`config.mk`:
```
export PLATFORM = sky130hd
export DESIGN_NAME = factorial_engine_flat
export DESIGN_NICKNAME = d
export VERILOG_FILES = /design/src/rtl/factorial_if.sv /design/src/rtl/factorial_engine.sv /design/src/flat_wrapper.sv
export SDC_FILE = /design/constraint.sdc
export NUM_CORES = 1
export LEC_CHECK = 0
export ABC_CLOCK_PERIOD_IN_PS = 10100
export CORE_MARGIN = 2
export CORE_UTILIZATION = 29
export CTS_BUF_LIST = sky130_fd_sc_hd__clkbuf_16
export CTS_CLUSTER_SIZE = 28
export DETAILED_ROUTE_END_ITERATION = 10
export SYNTH_ARGS = -nofsm -noshare
export SYNTH_HDL_FRONTEND = slang
export SYNTH_SLANG_ARGS = --single-unit
```
`constraint.sdc`:
```
create_clock -name clk -period 10.1 [get_ports clk]
set_input_delay 1.515 -clock clk [delete_from_list [all_inputs] [get_ports clk]]
set_output_delay 1.515 -clock clk [all_outputs]
set_load 0.005 [all_outputs]
```
`src/rtl/factorial_if.sv`:
```
// Start/done handshake bundle for the iterative factorial unit.
// The master issues requests and the slave (the engine) returns status and results.
interface factorial_if #(
  parameter int N_W = 8,
  parameter int R_W = 16
);
  logic           start;
  logic           abort;
  logic [N_W-1:0] x;
  logic           ready;
  logic           busy;
  logic           done;
  logic [R_W-1:0] result;
  logic           overflow;

  modport master (
    output start, abort, x,
    input  ready, busy, done, result, overflow
  );

  modport slave (
    input  start, abort, x,
    output ready, busy, done, result, overflow
  );
endinterface

```
`src/rtl/factorial_engine.sv`:
```
// Iterative X! unit: one multiply per clock, saturating on overflow, with
// a synchronous abort and a single-cycle done pulse.
module factorial_engine #(
  parameter int N_W = 8,
  parameter int R_W = 16
) (
  input  logic     clk,
  input  logic     rst_n,
  factorial_if.slave bus
);

  localparam int P_W = R_W + N_W + 1;

  typedef enum logic [1:0] {
    IDLE = 2'd0,
    RUN  = 2'd1,
    DONE = 2'd2
  } state_t;

  state_t         state_q, state_d;
  logic [N_W-1:0] x_q, x_d;
  logic [N_W-1:0] i_q, i_d;
  logic [R_W-1:0] fi_q, fi_d;
  logic [R_W-1:0] result_q, result_d;
  logic           ovf_q, ovf_d;

  logic [N_W:0]   i_inc;
  logic [P_W-1:0] prod;

  function automatic logic prod_overflows(input logic [P_W-1:0] p);
    return |p[P_W-1:R_W];
  endfunction

  function automatic logic [R_W-1:0] saturate(input logic [P_W-1:0] p);
    if (prod_overflows(p)) begin
      return {R_W{1'b1}};
    end
    return p[R_W-1:0];
  endfunction

  // The counter never passes x_q, so the widened increment only matters
  // for the multiplier operand, never for wrap-around of i itself.
  assign i_inc = {1'b0, i_q} + {{N_W{1'b0}}, 1'b1};
  assign prod  = {{(N_W + 1){1'b0}}, fi_q} * {{R_W{1'b0}}, i_inc};

  always_comb begin
    state_d    = state_q;
    x_d        = x_q;
    i_d        = i_q;
    fi_d       = fi_q;
    result_d   = result_q;
    ovf_d      = ovf_q;
    bus.ready  = 1'b0;
    bus.busy   = 1'b0;
    bus.done   = 1'b0;

    unique case (state_q)
      IDLE: begin
        bus.ready = 1'b1;
        if (bus.start) begin
          x_d     = bus.x;
          i_d     = {{(N_W - 1){1'b0}}, 1'b1};
          fi_d    = {{(R_W - 1){1'b0}}, 1'b1};
          ovf_d   = 1'b0;
          state_d = RUN;
        end
      end

      RUN: begin
        bus.busy = 1'b1;
        if (bus.abort) begin
          state_d = IDLE;
        end else if (i_q >= x_q) begin
          result_d = fi_q;
          state_d  = DONE;
        end else if (prod_overflows(prod)) begin
          result_d = saturate(prod);
          ovf_d    = 1'b1;
          state_d  = DONE;
        end else begin
          fi_d = saturate(prod);
          i_d  = i_inc[N_W-1:0];
        end
      end

      DONE: begin
        bus.done = 1'b1;
        state_d  = IDLE;
      end

      default: state_d = IDLE;
    endcase
  end

  // State and datapath registers; reset clears everything so a reset
  // mid-run leaves no trace of the interrupted computation.
  always_ff @(posedge clk or negedge rst_n) begin
    if (!rst_n) begin
      state_q  <= IDLE;
      x_q      <= '0;
      i_q      <= '0;
      fi_q     <= '0;
      result_q <= '0;
      ovf_q    <= 1'b0;
    end else begin
      state_q  <= state_d;
      x_q      <= x_d;
      i_q      <= i_d;
      fi_q     <= fi_d;
      result_q <= result_d;
      ovf_q    <= ovf_d;
    end
  end

  assign bus.result   = result_q;
  assign bus.overflow = ovf_q;

endmodule

```
`src/flat_wrapper.sv`:
```
// flat-port wrapper written by rule: the top's interface ports become plain ports
module factorial_engine_flat 
#(
  parameter int N_W = 8,
  parameter int R_W = 16
)
  (clk, rst_n, bus_start, bus_abort, bus_x, bus_ready, bus_busy, bus_done, bus_result, bus_overflow);
  factorial_if #(.N_W(N_W), .R_W(R_W)) bus_i ();
  input  logic clk;
  input  logic rst_n;
  input wire logic [$bits(bus_i.start)-1:0] bus_start;
  input wire logic [$bits(bus_i.abort)-1:0] bus_abort;
  input wire logic [$bits(bus_i.x)-1:0] bus_x;
  output wire logic [$bits(bus_i.ready)-1:0] bus_ready;
  output wire logic [$bits(bus_i.busy)-1:0] bus_busy;
  output wire logic [$bits(bus_i.done)-1:0] bus_done;
  output wire logic [$bits(bus_i.result)-1:0] bus_result;
  output wire logic [$bits(bus_i.overflow)-1:0] bus_overflow;
  assign bus_i.start = bus_start;
  assign bus_i.abort = bus_abort;
  assign bus_i.x = bus_x;
  assign bus_ready = bus_i.ready;
  assign bus_busy = bus_i.busy;
  assign bus_done = bus_i.done;
  assign bus_result = bus_i.result;
  assign bus_overflow = bus_i.overflow;
  factorial_engine #(.N_W(N_W), .R_W(R_W)) u_core (.clk(clk), .rst_n(rst_n), .bus(bus_i));
endmodule
```
==> impl_metrics.csv <==
group,metric,value,unit
drt,drt_iter0_drc,243,
run_status,status,"complete, no violations",
worst_setup_path,cpMostUsedCell,"fa_1",
power,p_clk_share,19.7,%
cts,cts-resized-gates,0,
cells_and_area,drive_gt1_share,2.64,%
drt,wl_per_cell,15.2,um
floorplan,coreArea,24200,um2
sta,hold_viol,0,
yosys,yosysMostFrequentCell,"inv_1",
floorplan,io_pins,32,
yosys,syn_avg_cell_area,8.92,um2
cts,clock_latency,0.28,ns
global_route,antenna_found_initial,0,
cells_and_area,diodes,0,
drt,ant_nets,0,
worst_setup_path,worst_path_max_delay_cell,"xor2_1",
place,dpl_cell_area,7660,um2
yosys,synth_edf_count,0,
power,irDropWorstVdd,0.0956,mV
drt,wirelength,17.0,mm
yosys,yosys.area.top_type,"fa_1",
power,power_density,121,nW/um2
place,dpl.hpwl,13.1,mm
worst_setup_path,rrSetupSlack,2.64,ns
sta,whs,0.484,ns
worst_setup_path,critPathMaxStageDelay,0.96,ns
yosys,ys_ff_latch,51,
sta,fin_crit_sh,73.9,%
power,p_seq_share,36.8,%
power,power_frac_comb,43.5,%
sta,timing.fmax,134,MHz
power,p_sw_share,41.1,%
power,p_sw,0.390,mW
yosys,yosysWarningCount,0,
worst_setup_path,r2r_cells,21,
yosys,synth_cell_types,49,
sta,grt_setup_unrepaired,"no",
sta,fin_crit,7.46,ns
yosys,syn_area,7100,um2
drt,vias_per_cell,4.78,
yosys,yosysSeqAreaShare,18.0,%
power,p_int,0.558,mW
yosys,synth_nets,961,
yosys,ys_top_cells_by_area,"fa_1, dfrtp_1, ha_1, inv_1, and2_1",
yosys,synth_commonest_cells,"inv_1, nand2_1, fa_1",
global_route,grt_max_degree,52,
global_route,grt_pass1_vias,5604,
cells_and_area,fin_area,7830,um2
hold_path,min_to,"u_core.bus.result[3]$_DFFE_PN0P_",
power,p_leak,3.85,nW
place,dp.cells,1111,
cells_and_area,final_cells,1118,
worst_setup_path,cp-end-kind,"flop",
worst_setup_path,path_cells,"nand3_1 -> nor2_1 -> and3_1 -> xor2_1 -> and2_1 -> fa_1 -> fa_1 -> fa_1 -> inv_1 -> fa_1 -> inv_1 -> ha_1 -> o211ai_1 -> o21ai_1 -> nand4_1 -> and3_1 -> a32o_1 -> nor4_4 -> buf_4 -> nand2_2 -> mux2_1",
cts,post_cts_buffers,0,
cells_and_area,fin_nets,959,
cts,ctsHoldBuffers,0,
worst_setup_path,worstSetupStartpointType,"flop",
sta,finalSetupViolCount,0,
worst_setup_path,critPathRequiredTime,10.27,ns
sta,tns,0,ns
floorplan,start_util,29.4,%
floorplan,die_width,160,um
place,port_buffers,31,
floorplan,rows,57,
yosys,synth_cells,796,
sta,tightest_slew,1.24,ns
cells_and_area,area.growth.synth_to_final,10.3,%
place,place.gp.congestion,0.802,
cts,cts.htree.levels,2,
drt,drcViolationCount,0,
cts,numClockSinks,51,
drt,via_count,5349,
drt,drt_first_pass_iters,4,
cts,cts_tree,"yes",
yosys,yosysTopAreaCellShare,27.9,%
cts,cts_buffers,5,
cts,cts_root_buffer,"clkbuf_16",
worst_setup_path,path_max_fanout,19,
sta,report.final.slew_viol_count,0,
cts,clockBufferDepth,2,
global_route,grt_pass1_wl,29.3,mm
yosys,synth-async-reset-ratio,100,%
floorplan,die_height,160,um
hold_path,min_from,"u_core.bus.result[3]$_DFFE_PN0P_",
global_route,grt.overflow.total,0,
hold_path,hp-class,"flop to flop",
run,cap_viol_max_count,0,
cts,clkSlewWorstSetupHoldPaths,0.06,ns
sta,fin_worst_skew,0.00378,ns
global_route,globalRouteTotalUtil,13.9,%
hold_path,min_path_cells,1,
yosys,synth_flop_cell,"dfrtp_1",
worst_setup_path,rr_startpoint,"u_core.i_q[0]$_DFFE_PN0P_",
sta,max_slew_margin,17.3,%
worst_setup_path,arrival,7.63,ns
worst_setup_path,path_class,"flop to flop",
floorplan,die-area,25700,um2
worst_setup_path,rr_endpoint,"u_core.i_q[7]$_DFFE_PN0P_",
-- worst max path at each step --
stage,startpoint,to,slack (ns),depth (start not counted)
finish,u_core.i_q[0]$_DFFE_PN0P_,u_core.i_q[7]$_DFFE_PN0P_,2.64,21
global route,u_core.i_q[0]$_DFFE_PN0P_,u_core.bus.result[11]$_DFFE_PN0P_,2.19,22
CTS,u_core.i_q[0]$_DFFE_PN0P_,u_core.i_q[7]$_DFFE_PN0P_,2.47,22
detailed placement,u_core.i_q[0]$_DFFE_PN0P_,u_core.i_q[7]$_DFFE_PN0P_,2.48,22
global placement,u_core.i_q[0]$_DFFE_PN0P_,u_core.i_q[3]$_DFFE_PN0P_,2.54,22
floorplan,u_core.i_q[0]$_DFFE_PN0P_,u_core.i_q[3]$_DFFE_PN0P_,4.01,22
-- cell usage in the layout (no fill, tap or decap), types with 9 or more instances in the layout --
cell,netlist,routed
o21ai_1,11,11
nand2_1,108,108
clkdlybuf4s50_1,0,30
a21oi_1,20,20
dfrtp_1,51,51
mux2i_1,14,14
inv_1,143,143
and2_1,81,81
nor2_1,13,13
o22a_1,17,17
nand3_1,11,11
and3_1,12,12
ha_1,54,54
a21o_1,9,9
o21ai_0,17,17
fa_1,99,99
xnor2_1,10,10
-- metrics by stage --
step / util [%] / setup slack (ns) / total power, mW
floorplan: - / 4.01 / 0.584
finish: 32.4 / 2.64 / 0.948
global placement: 31.7 / 2.54 / 0.759
detailed placement: 31.7 / 2.48 / 0.768
global route: 32.4 / 2.19 / 1.03
CTS: 32.3 / 2.47 / 0.957
-- layout make-up --
type,instances,area (um2)
Clock buffer,5,125
Inverter,143,537
Multi-Input combinational cell,557,5100
Timing Repair Buffer,36,343
Clock inverter,2,37.5
Sequential cell,51,1280
Tap cell,324,405
Fill cell,2487,16300
-- flip-flops by register name (all words and copies together) (netlist names) --
register / flops
u_core.state_q: 2
u_core.i_q: 8
u_core.bus.overflow: 1
u_core.fi_q: 16
u_core.x_q: 8
u_core.bus.result: 16
-- logic make-up (layout without fill, tap and decap cells) --
logic type | Yosys count | after routing | synth area share [%]
fa+ha+maj | 153 | 153 | 37.4
buf+inv | 188 | 186 | 10.2
simple gates | 252 | 252 | 18.3
flops | 51 | 51 | 18.0
compound gates | 116 | 116 | 11.3
mux | 17 | 17 | 2.45
xor+xnor | 19 | 19 | 2.34
-- critical path: cells and delay by family, from the launching register on --
family,cells,cell delay [ns]
AOI/OAI and AO/OA,3,0.88
muxes,1,0.44
xor gates and xnor gates,1,0.96
adders and majority gates,5,2.40
DFF,1,0.47
and+or+nand+nor,8,1.77
buffers and inverters,3,0.38
-- power groups by stage --
stage                     clock network (mW)  registers [mW]  logic, mW
after floorplan                            0           0.300      0.283
final                                  0.186           0.349      0.412
after CTS                              0.189           0.350      0.418
after global placement                     0           0.351      0.408
after global routing                   0.200           0.359      0.468
after detailed placement                   0           0.354      0.414
-- layer usage --
layer | vias to the layer above | track usage, % | wire (um)
met5 | - | 0 | 0
met1 | 2696 | 19.8 | 8010
met4 | 0 | 2.78 | 251
li1 | 2512 | - | -
met2 | 126 | 23.4 | 8210
met3 | 15 | 0.956 | 516
Note: power is estimated with default switching activity, not from simulation.
==> RTL change (config.mk and constraints unchanged) <==
The 3 states of `state_t` get a one-hot encoding in 3 bits.
--- a/src/rtl/factorial_engine.sv
+++ b/src/rtl/factorial_engine.sv
@@ -11,10 +11,10 @@
 
   localparam int P_W = R_W + N_W + 1;
 
-  typedef enum logic [1:0] {
-    IDLE = 2'd0,
-    RUN  = 2'd1,
-    DONE = 2'd2
+  typedef enum logic [2:0] {
+    IDLE = 3'b001,
+    RUN  = 3'b010,
+    DONE = 3'b100
   } state_t;
 
   state_t         state_q, state_d;
Behaviour: no difference found for any inputs over 10 cycles, from zero or initial values and one cycle with rst_n low; not proved beyond that.
==> RTL change against the original RTL <==
- setup slack worse by 0.24 ns
- sequential cell count grew 1
- final area about the same
- synthesized area is 0.18% higher
- power is 20% lower
- wire length grew 1.2%
- combinational power shrank 30%
==> RTL change: results (changes against the original RTL) <==
sequential share of cell area 0.167 (+0.00346); sequential fraction of the synthesis area 0.183 (+0.00338); LEAKAGE 3.76 nW (-2.5%); Final Skew 0.00633 ns (+0.00256 ns); flip-flop and latch count 52 (+2.0%); multi-input gate share of the layout cell area 0.647 (-0.00534); Arrival @ worst endpoint 7.88 ns (+0.25 ns); crit-path max cell delay 0.71 ns (-0.25 ns); largest net degree at the start of global routing 53 (+1.9%); CP max FO 41 (+22); Filler cells 2482 (-0.20%); Synth cell types 56 (+14%); post-DP HPWL 13600 µm (+3.7%); Final min period 7.70 ns (+0.236 ns); drt pass-1 iters 5 (+1); Synth top cells by count inv_1, nand2_1, fa_1, and2_1, ha_1; capture point of the worst path u_core.i_q[6]; Final nets 980 (+2.2%); synth top area cells fa_1, dfrtp_1, ha_1; Post-DP Area 7670 µm² (+0.20%); Mapped Nets 981 (+2.1%); internal cell power 468 µW (-16%); nonclk buf count 38 (+5.6%); outcome complete, no violations; Routed WL per cell 15.1 µm (-0.73%); register-to-register setup slack 2.40 ns (-0.24 ns); Data buffer area share 0.0457 (+0.00195); Multi-input comb cells 572 (+2.7%); reg2reg path depth 22 (+4.8%); total track usage 0.137 (-0.00178); vias 5472 (+2.3%); Iter 0 DRT Violations 392 (+61%); Post-Synthesis Cells 816 (+2.5%); slowest CP cell nor2_1; Max IR drop VDD 0.0000840 V (-12%); Place WS 2.46 ns (-0.0199 ns); drt total wl 17200 µm (+1.2%); first-pass GRT wire length 28600 µm (-2.3%); Slew @ Worst Pin 1.02 ns (-0.214 ns); Placer Congestion 0.842 (+4.9%); layout cells sized above 1 0.0306 (+0.00419); crit-path leading delay family simple AND/OR/NAND/NOR gates
[RTL change: power groups by stage]
| stage | sequential (mW) | combinational [mW] | clock, mW |
|---|---|---|---|
| final | 0.299 | 0.287 | 0.175 |
| after global routing | 0.307 | 0.318 | 0.189 |
| after CTS | 0.299 | 0.289 | 0.179 |
| after detailed placement | 0.304 | 0.288 | 0 |
| after global placement | 0.303 | 0.284 | 0 |
| after floorplan | 0.287 | 0.182 | 0 |
[RTL change: per-stage QoR]
step / utilization / hold slack, ns / power [mW]
after global routing: 0.324 / 0.515 / 0.814
after CTS: 0.324 / 0.495 / 0.767
after global placement: 0.317 / 0.476 / 0.587
after floorplan: - / 0.450 / 0.469
final: 0.324 / 0.488 / 0.760
after detailed placement: 0.317 / 0.478 / 0.592
[RTL change: logic make-up (layout without fill, tap and decap cells)]
family	count (synthesis)	after routing	synth area share
simple gates	267	267	0.186
buf+inv	192	192	0.105
fa+ha+maj	153	153	0.374
compound gates	127	127	0.121
flops	52	52	0.183
xor+xnor	23	23	0.0283
mux	2	2	0.00282
[RTL change: worst min-delay path by stage]
stage / startpoint / endpoint / cells past startpoint
floorplan: u_core.x_q[0] / u_core.x_q[0] / 2
global placement: u_core.x_q[0] / u_core.x_q[0] / 2
detailed placement: u_core.bus.result[4] / u_core.bus.result[4] / 1
CTS: u_core.bus.result[4] / u_core.bus.result[4] / 1
global route: u_core.bus.result[7] / u_core.bus.result[7] / 1
finish: u_core.x_q[0] / u_core.x_q[0] / 2
[RTL change: metal layers]
layer  vias up  wire (µm)  global-route usage
li1       2587          -                   -
met2       122       8260               0.228
met4         0        264              0.0254
met5         -          0                   0
met1      2746       7980               0.192
met3        17        679              0.0186
